`src/rtl/fib_display_pkg.sv`:
```
// Seven-segment constants and hex glyph table shared by the display path,
// plus the Fibonacci value table used by the counter's o_fib flag.
package fib_display_pkg;
   localparam logic [7:0] SEG_OFF = 8'hFF;
   localparam int         DP_BIT  = 7;
   localparam int         FIB_N   = 24;

   localparam logic [FIB_N-1:0][15:0] FIB_TAB = {
      16'd46368, 16'd28657, 16'd17711, 16'd10946, 16'd6765, 16'd4181,
      16'd2584,  16'd1597,  16'd987,   16'd610,   16'd377,  16'd233,
      16'd144,   16'd89,    16'd55,    16'd34,    16'd21,   16'd13,
      16'd8,     16'd5,     16'd3,     16'd2,     16'd1,    16'd0};

   // Active-low g..a; "b" and "d" use the lowercase shapes.
   function automatic logic [6:0] hex_seg(input logic [3:0] h);
      logic [6:0] s;
      case (h)
         4'h0: s = 7'h40;  4'h1: s = 7'h79;  4'h2: s = 7'h24;  4'h3: s = 7'h30;
         4'h4: s = 7'h19;  4'h5: s = 7'h12;  4'h6: s = 7'h02;  4'h7: s = 7'h78;
         4'h8: s = 7'h00;  4'h9: s = 7'h10;  4'hA: s = 7'h08;  4'hB: s = 7'h03;
         4'hC: s = 7'h46;  4'hD: s = 7'h21;  4'hE: s = 7'h06;  default: s = 7'h0E;
      endcase
      return s;
   endfunction
endpackage

```
`src/rtl/fib_scan_display_if.sv`:
```
// Bundle between the counter core and the display scanner.
interface fib_scan_display_if #(
   parameter int WIDTH  = 8,
   parameter int DIGITS = 2
);
   logic [WIDTH-1:0]  count;
   logic [DIGITS-1:0] anodes;
   logic [7:0]        seven_seg;
   logic              display_on;

   modport master (output count, input anodes, seven_seg, display_on);
   modport slave  (input count, output anodes, seven_seg, display_on);
endinterface

```
`src/rtl/fib_scan_display_scan.sv`:
```
// Multiplexed digit scanner: dwells SCAN_DIV clocks per digit, anodes and
// segments registered together from the same digit index.
module fib_scan_display_scan
   import fib_display_pkg::*;
#(
   parameter int WIDTH    = 8,
   parameter int DIGITS   = 2,
   parameter int SCAN_DIV = 100_000
) (
   input  logic              i_clk,
   input  logic              i_reset,
   fib_scan_display_if.slave bus
);
   localparam int SW = (SCAN_DIV > 1) ? $clog2(SCAN_DIV) : 1;
   localparam int DW = (DIGITS > 1) ? $clog2(DIGITS) : 1;

   logic [SW-1:0]       scan_q, scan_d;
   logic [DW-1:0]       digit_q, digit_d;
   logic [DIGITS-1:0]   anodes_q;
   logic [7:0]          seg_q;
   logic                on_q;
   logic [DIGITS*4-1:0] cnt_pad;
   logic [3:0]          nibble;
   logic [6:0]          seg7;

   always_comb begin
      scan_d  = scan_q + 1'b1;
      digit_d = digit_q;
      if (scan_q == SW'(SCAN_DIV - 1)) begin
         scan_d  = '0;
         digit_d = (digit_q == DW'(DIGITS - 1)) ? '0 : digit_q + 1'b1;
      end
   end

   // Pad the count so the top digit reads zero-extended bits.
   always_comb begin
      cnt_pad             = '0;
      cnt_pad[WIDTH-1:0]  = bus.count;
      nibble              = cnt_pad[digit_q*4 +: 4];
   end

   hex_to_seven_seg u_hex (.i_hex(nibble), .o_seg(seg7));

   always_ff @(posedge i_clk) begin
      if (i_reset) begin
         scan_q   <= '0;
         digit_q  <= '0;
         anodes_q <= '1;
         seg_q    <= SEG_OFF;
         on_q     <= 1'b0;
      end else begin
         scan_q   <= scan_d;
         digit_q  <= digit_d;
         anodes_q <= ~(DIGITS'(1) << digit_q);
         seg_q    <= {1'b1, seg7};
         on_q     <= 1'b1;
      end
   end

   assign bus.anodes     = anodes_q;
   assign bus.seven_seg  = seg_q;
   assign bus.display_on = on_q;
endmodule

```
`src/rtl/hex_to_seven_seg.sv`:
```
// One hex nibble to an active-low 7-segment pattern (g..a).
module hex_to_seven_seg
   import fib_display_pkg::*;
(
   input  logic [3:0] i_hex,
   output logic [6:0] o_seg
);
   assign o_seg = hex_seg(i_hex);
endmodule

```
`src/rtl/fib_scan_display.sv`:
```
// Prescaled up/down counter with load, wrap pulse and Fibonacci flag,
// shown on a scanned hex seven-segment display.
module fib_scan_display
   import fib_display_pkg::*;
#(
   parameter int WIDTH    = 8,
   parameter int DIGITS   = 2,
   parameter int TICK_DIV = 50_000_000,
   parameter int SCAN_DIV = 100_000
) (
   input  logic              i_clk,
   input  logic              i_reset,
   input  logic              i_enable,
   input  logic              i_up_down,
   input  logic              i_load,
   input  logic [WIDTH-1:0]  i_load_value,
   output logic [WIDTH-1:0]  o_count,
   output logic              o_fib,
   output logic              o_wrap,
   output logic [DIGITS-1:0] o_anodes,
   output logic [7:0]        o_sevenSeg,
   output logic              o_display_on
);
   localparam int PW = (TICK_DIV > 1) ? $clog2(TICK_DIV) : 1;

   logic [PW-1:0]    presc_q, presc_d;
   logic [WIDTH-1:0] count_q, count_d;
   logic             wrap_q, wrap_d;
   logic             tick;

   assign tick = i_enable && (presc_q == PW'(TICK_DIV - 1));

   // Load wins over a coincident tick and restarts the tick period.
   always_comb begin
      presc_d = presc_q;
      count_d = count_q;
      wrap_d  = 1'b0;
      if (i_load) begin
         count_d = i_load_value;
         presc_d = '0;
      end else if (tick) begin
         presc_d = '0;
         if (i_up_down) begin
            count_d = count_q + 1'b1;
            wrap_d  = &count_q;
         end else begin
            count_d = count_q - 1'b1;
            wrap_d  = ~|count_q;
         end
      end else if (i_enable) begin
         presc_d = presc_q + 1'b1;
      end
   end

   always_ff @(posedge i_clk) begin
      if (i_reset) begin
         presc_q <= '0;
         count_q <= '0;
         wrap_q  <= 1'b0;
      end else begin
         presc_q <= presc_d;
         count_q <= count_d;
         wrap_q  <= wrap_d;
      end
   end

   always_comb begin
      o_fib = 1'b0;
      for (int i = 0; i < FIB_N; i++)
         if ((32'(FIB_TAB[i]) < (32'd1 << WIDTH)) && (FIB_TAB[i] == 16'(count_q)))
            o_fib = 1'b1;
   end

   fib_scan_display_if #(.WIDTH(WIDTH), .DIGITS(DIGITS)) disp_if ();

   assign disp_if.count = count_q;

   fib_scan_display_scan #(
      .WIDTH(WIDTH), .DIGITS(DIGITS), .SCAN_DIV(SCAN_DIV)
   ) u_scan (
      .i_clk   (i_clk),
      .i_reset (i_reset),
      .bus     (disp_if.slave)
   );

   assign o_count      = count_q;
   assign o_wrap       = wrap_q;
   assign o_anodes     = disp_if.anodes;
   assign o_sevenSeg   = disp_if.seven_seg;
   assign o_display_on = disp_if.display_on;
endmodule

```
`config.mk`:
```
export PLATFORM = sky130hd
export DESIGN_NAME = fib_scan_display
export DESIGN_NICKNAME = d
export VERILOG_FILES = /design/src/rtl/fib_display_pkg.sv /design/src/rtl/fib_scan_display_if.sv /design/src/rtl/fib_scan_display_scan.sv /design/src/rtl/hex_to_seven_seg.sv /design/src/rtl/fib_scan_display.sv
export SDC_FILE = /design/constraint.sdc
export NUM_CORES = 1
export LEC_CHECK = 0
export BUFFER_PORTS_ARGS = -buffer_cell sky130_fd_sc_hd__buf_2
export CAP_MARGIN = 20
export CORE_ASPECT_RATIO = 0.7
export CORE_MARGIN = 2
export CORE_UTILIZATION = 38
export DETAILED_ROUTE_END_ITERATION = 6
export MAX_ROUTING_LAYER = met4
export PLACE_DENSITY_LB_ADDON = 0.12
export RECOVER_POWER = 100
export SETUP_SLACK_MARGIN = 0.05
export SKIP_LAST_GASP = 1
export SYNTH_ARGS = -nofsm -noshare
export SYNTH_HDL_FRONTEND = slang
export SYNTH_SLANG_ARGS = --single-unit
```
`constraint.sdc`:
```
create_clock -name i_clk -period 6.4 [get_ports i_clk]
set_input_delay 0.64 -clock i_clk [delete_from_list [all_inputs] [get_ports i_clk]]
set_output_delay 0.64 -clock i_clk [all_outputs]
set_load 0.01 [all_outputs]
```
==> flow_summary.json <==
{
  "htree_levels": 3,
  "clockPowerShare_pct": 48.6,
  "cellPowerDensity_nw_per_um2": 258,
  "yosys_warnings": 0,
  "finalSetupTns_ns": 0,
  "worst-slew-pin-transition_ns": 1.54,
  "holdPathStages": 1,
  "synthArstFlopShare_pct": 0,
  "hold_path_class": "flip-flop to flip-flop",
  "synthMuxAreaShare_pct": 4.49,
  "synthCells": 379,
  "leakagePower_nw": 1.35,
  "dr.pass1.iters": 4,
  "reg2reg_slack_ns": 2.93,
  "rsz0062_at_grt": "no",
  "grt_pass1_wl_um": 11800,
  "path_clk_slew_ns": 0.05,
  "postCtsSetupRepairBufs": 0,
  "rows": 28,
  "cts_max_path_buffers": 2,
  "track_usage_pct": 17.0,
  "drc": 0,
  "vias": 2635,
  "ant_nets": 0,
  "finalNetCount": 431,
  "n_antenna_cell": 0,
  "place_area_um2": 3460,
  "yosys.area.top_type_share_pct": 38.7,
  "antenna_found_initial": 0,
  "min_from": "u_scan.scan_q[0]",
  "r2r_start": "presc_q[9]",
  "synth-edff-count": 0,
  "power.switching_mw": 0.226,
  "setup-violations-final": 0,
  "yosys.area_share.simple_pct": 27.1,
  "dp_hpwl_um": 5000,
  "synth_fp_nets": 405,
  "outcome": "finished, violations left",
  "seq_power_share_pct": 43.7,
  "synth_area_leaders": "dfxtp_1 (39%), xor2_1 (7.5%), nor2_1 (6.9%)",
  "crit_fanout": 20,
  "final_area_um2": 3700,
  "max_slew_margin_pct": -3.36,
  "crit_required_ns": 6.58,
  "routedWlPerCell_um": 13.9,
  "die_w_um": 115,
  "port-buffer-count": 32,
  "fmax_ghz": 0.288,
  "fin_crit_ns": 3.47,
  "cp-end-kind": "flip-flop",
  "ys_seq_area_share_pct": 38.7,
  "synth_fa_ha_area_share_pct": 4.99,
  "dieArea_um2": 9340,
  "violations": "capacitance limit, slew limit",
  "ys_types": 51,
  "synth_top_family_by_area": "simple AND/OR/NAND/NOR gates",
  "cts-root-buf": "clkbuf_16",
  "io_pins": 34,
  "syn-cell-area_um2": 3260,
  "first_iter_violations": 168,
  "pwr-share-comb_pct": 7.8,
  "drt-total-wl_um": 7120,
  "fp.dieH_um": 81.5,
  "synth_compound_area_share_pct": 8.61,
  "cts_buffers": 9,
  "irDropWorstVdd_uv": 145,
  "cp-start-kind": "flip-flop",
  "core_um2": 8370,
  "reg2reg_depth": 5,
  "grt_pass1_vias": 2414,
  "power.internal_mw": 0.730,
  "yosys.area.top_type": "dfxtp_1",
  "globalRouteOverflowTotal": 0,
  "crit_arrival_ns": 3.65,
  "yosys_most_used_dff": "dfxtp_1",
  "start_util_pct": 38.9,
  "min_period_over_period_pct": 54.2,
  "cts.sinks": 63,
  "vias_per_cell": 5.13,
  "mostFrequentLayoutCell": "dfxtp_1",
  "hold_viol": 0,
  "switching_share_pct": 23.7,
  "areaGrowthSynthToFinish_pct": 13.6,
  "rr_endpoint": "presc_q[21]",
  "crit_type": "flip-flop to flip-flop",
  "clk_latency_ns": 0.33,
  "most-common-layout-cells": "dfxtp_1 (63), nor2_1 (60), nand2_1 (30), xor2_1 (28), clkbuf_1 (22)",
  "cap_violations": 1,
  "postCtsHoldBufs": 0,
  "cts_tree": "yes",
  "ys_seq_elements": 63,
  "synth-xor-area-share_pct": 12.1,
  "syn_avg_cell_area_um2": 8.59,
  "startpoint": "presc_q[9]",
  "grt_max_degree": 21,
  "slew_viol_final": 12,
  "clock_skew_ns": 0.00595,
  "gp_congestion": 0.786,
  "drive_above_1_share_pct": 8.56,
  "hold_end": "u_scan.scan_q[0]",
  "ctsResizeCount": 0
}
state kept, by name, summed over array words and instances (netlist names):
signal	cells
presc_q	26
u_scan.digit_q	1
u_scan.bus.anodes	2
u_scan.scan_q	17
o_wrap	1
o_count	8
u_scan.bus.display_on	1
u_scan.bus.seven_seg	7
metal layers:
| layer | routed length [um] | vias to the layer above | GRT usage, % |
|---|---|---|---|
| met1 | 3870 | 1211 | 23.4 |
| met5 | 0 | - | - |
| met2 | 2800 | 44 | 22.8 |
| li1 | - | 1371 | - |
| met4 | 103 | 0 | 6.71 |
| met3 | 346 | 9 | 5.31 |
through the flow:
stage	power, mW	hold WS, ns	setup slack (ns)	cells	util [%]
CTS	0.972	0.452	3.46	514	44.7
detailed placement	0.502	0.444	3.48	499	41.3
floorplan	0.477	0.417	4.14	379	-
global placement	0.502	0.428	3.60	499	41.3
global route	0.998	0.496	2.65	514	44.2
finish	0.956	0.443	2.93	514	44.2
power by group through the flow:
stage | combinational, mW | clock, mW | sequential, mW
detailed placement | 0.0768 | 0 | 0.425
global route | 0.0838 | 0.494 | 0.419
CTS | 0.0773 | 0.478 | 0.417
global placement | 0.0766 | 0 | 0.425
floorplan | 0.0553 | 0 | 0.422
finish | 0.0743 | 0.464 | 0.417
cell usage after synthesis, types with 4 or more instances:
library cell   n
clkbuf_1      10
and3_1        10
xnor2_1       17
xor2_1        28
inv_1          6
nand2_1       30
nor2_1        60
o21ai_0        7
dfxtp_1       63
or3_1          4
nand4_1       14
and4_1         5
ha_1          13
mux2i_1        9
nor3_1         9
a21oi_1       10
nand3_1       20
a211oi_1       7
how the worst max path moves through the flow:
stage | endpoint | slack (ns) | cells past startpoint
after floorplan | u_scan.bus.seven_seg[3] | 4.14 | 8
after global placement | presc_q[5] | 3.60 | 5
after detailed placement | presc_q[4] | 3.48 | 5
after CTS | presc_q[21] | 3.46 | 5
after global routing | presc_q[25] | 2.65 | 5
final | presc_q[21] | 2.93 | 5
cells by family (layout without fill, tap and decap cells):
logic type | count (synthesis) | after routing
AOI/OAI and AO/OA | 43 | 43
muxes | 13 | 13
adders and majority gates | 13 | 13
DFF | 63 | 63
buffers and inverters | 26 | 56
xor gates and xnor gates | 45 | 45
other | 1 | 1
and+or+nand+nor | 175 | 175
critical path, cell delays in order, from the launching register on:
cell	delay [ns]
dfxtp_1	0.34
or4_1	0.53
nor4_1	1.25
nand2_1	0.37
nand3_1	0.69
nor2_1	0.12
cell type report:
type	count	area [um^2]
inverter	8	30.0
clock buffer	10	229
tap	105	131
timing repair buffer	33	141
multi-input combinational	290	1860
sequential	63	1260
fill	858	4670
clock inverter	5	50.0
(Power assumes the default switching activity.)
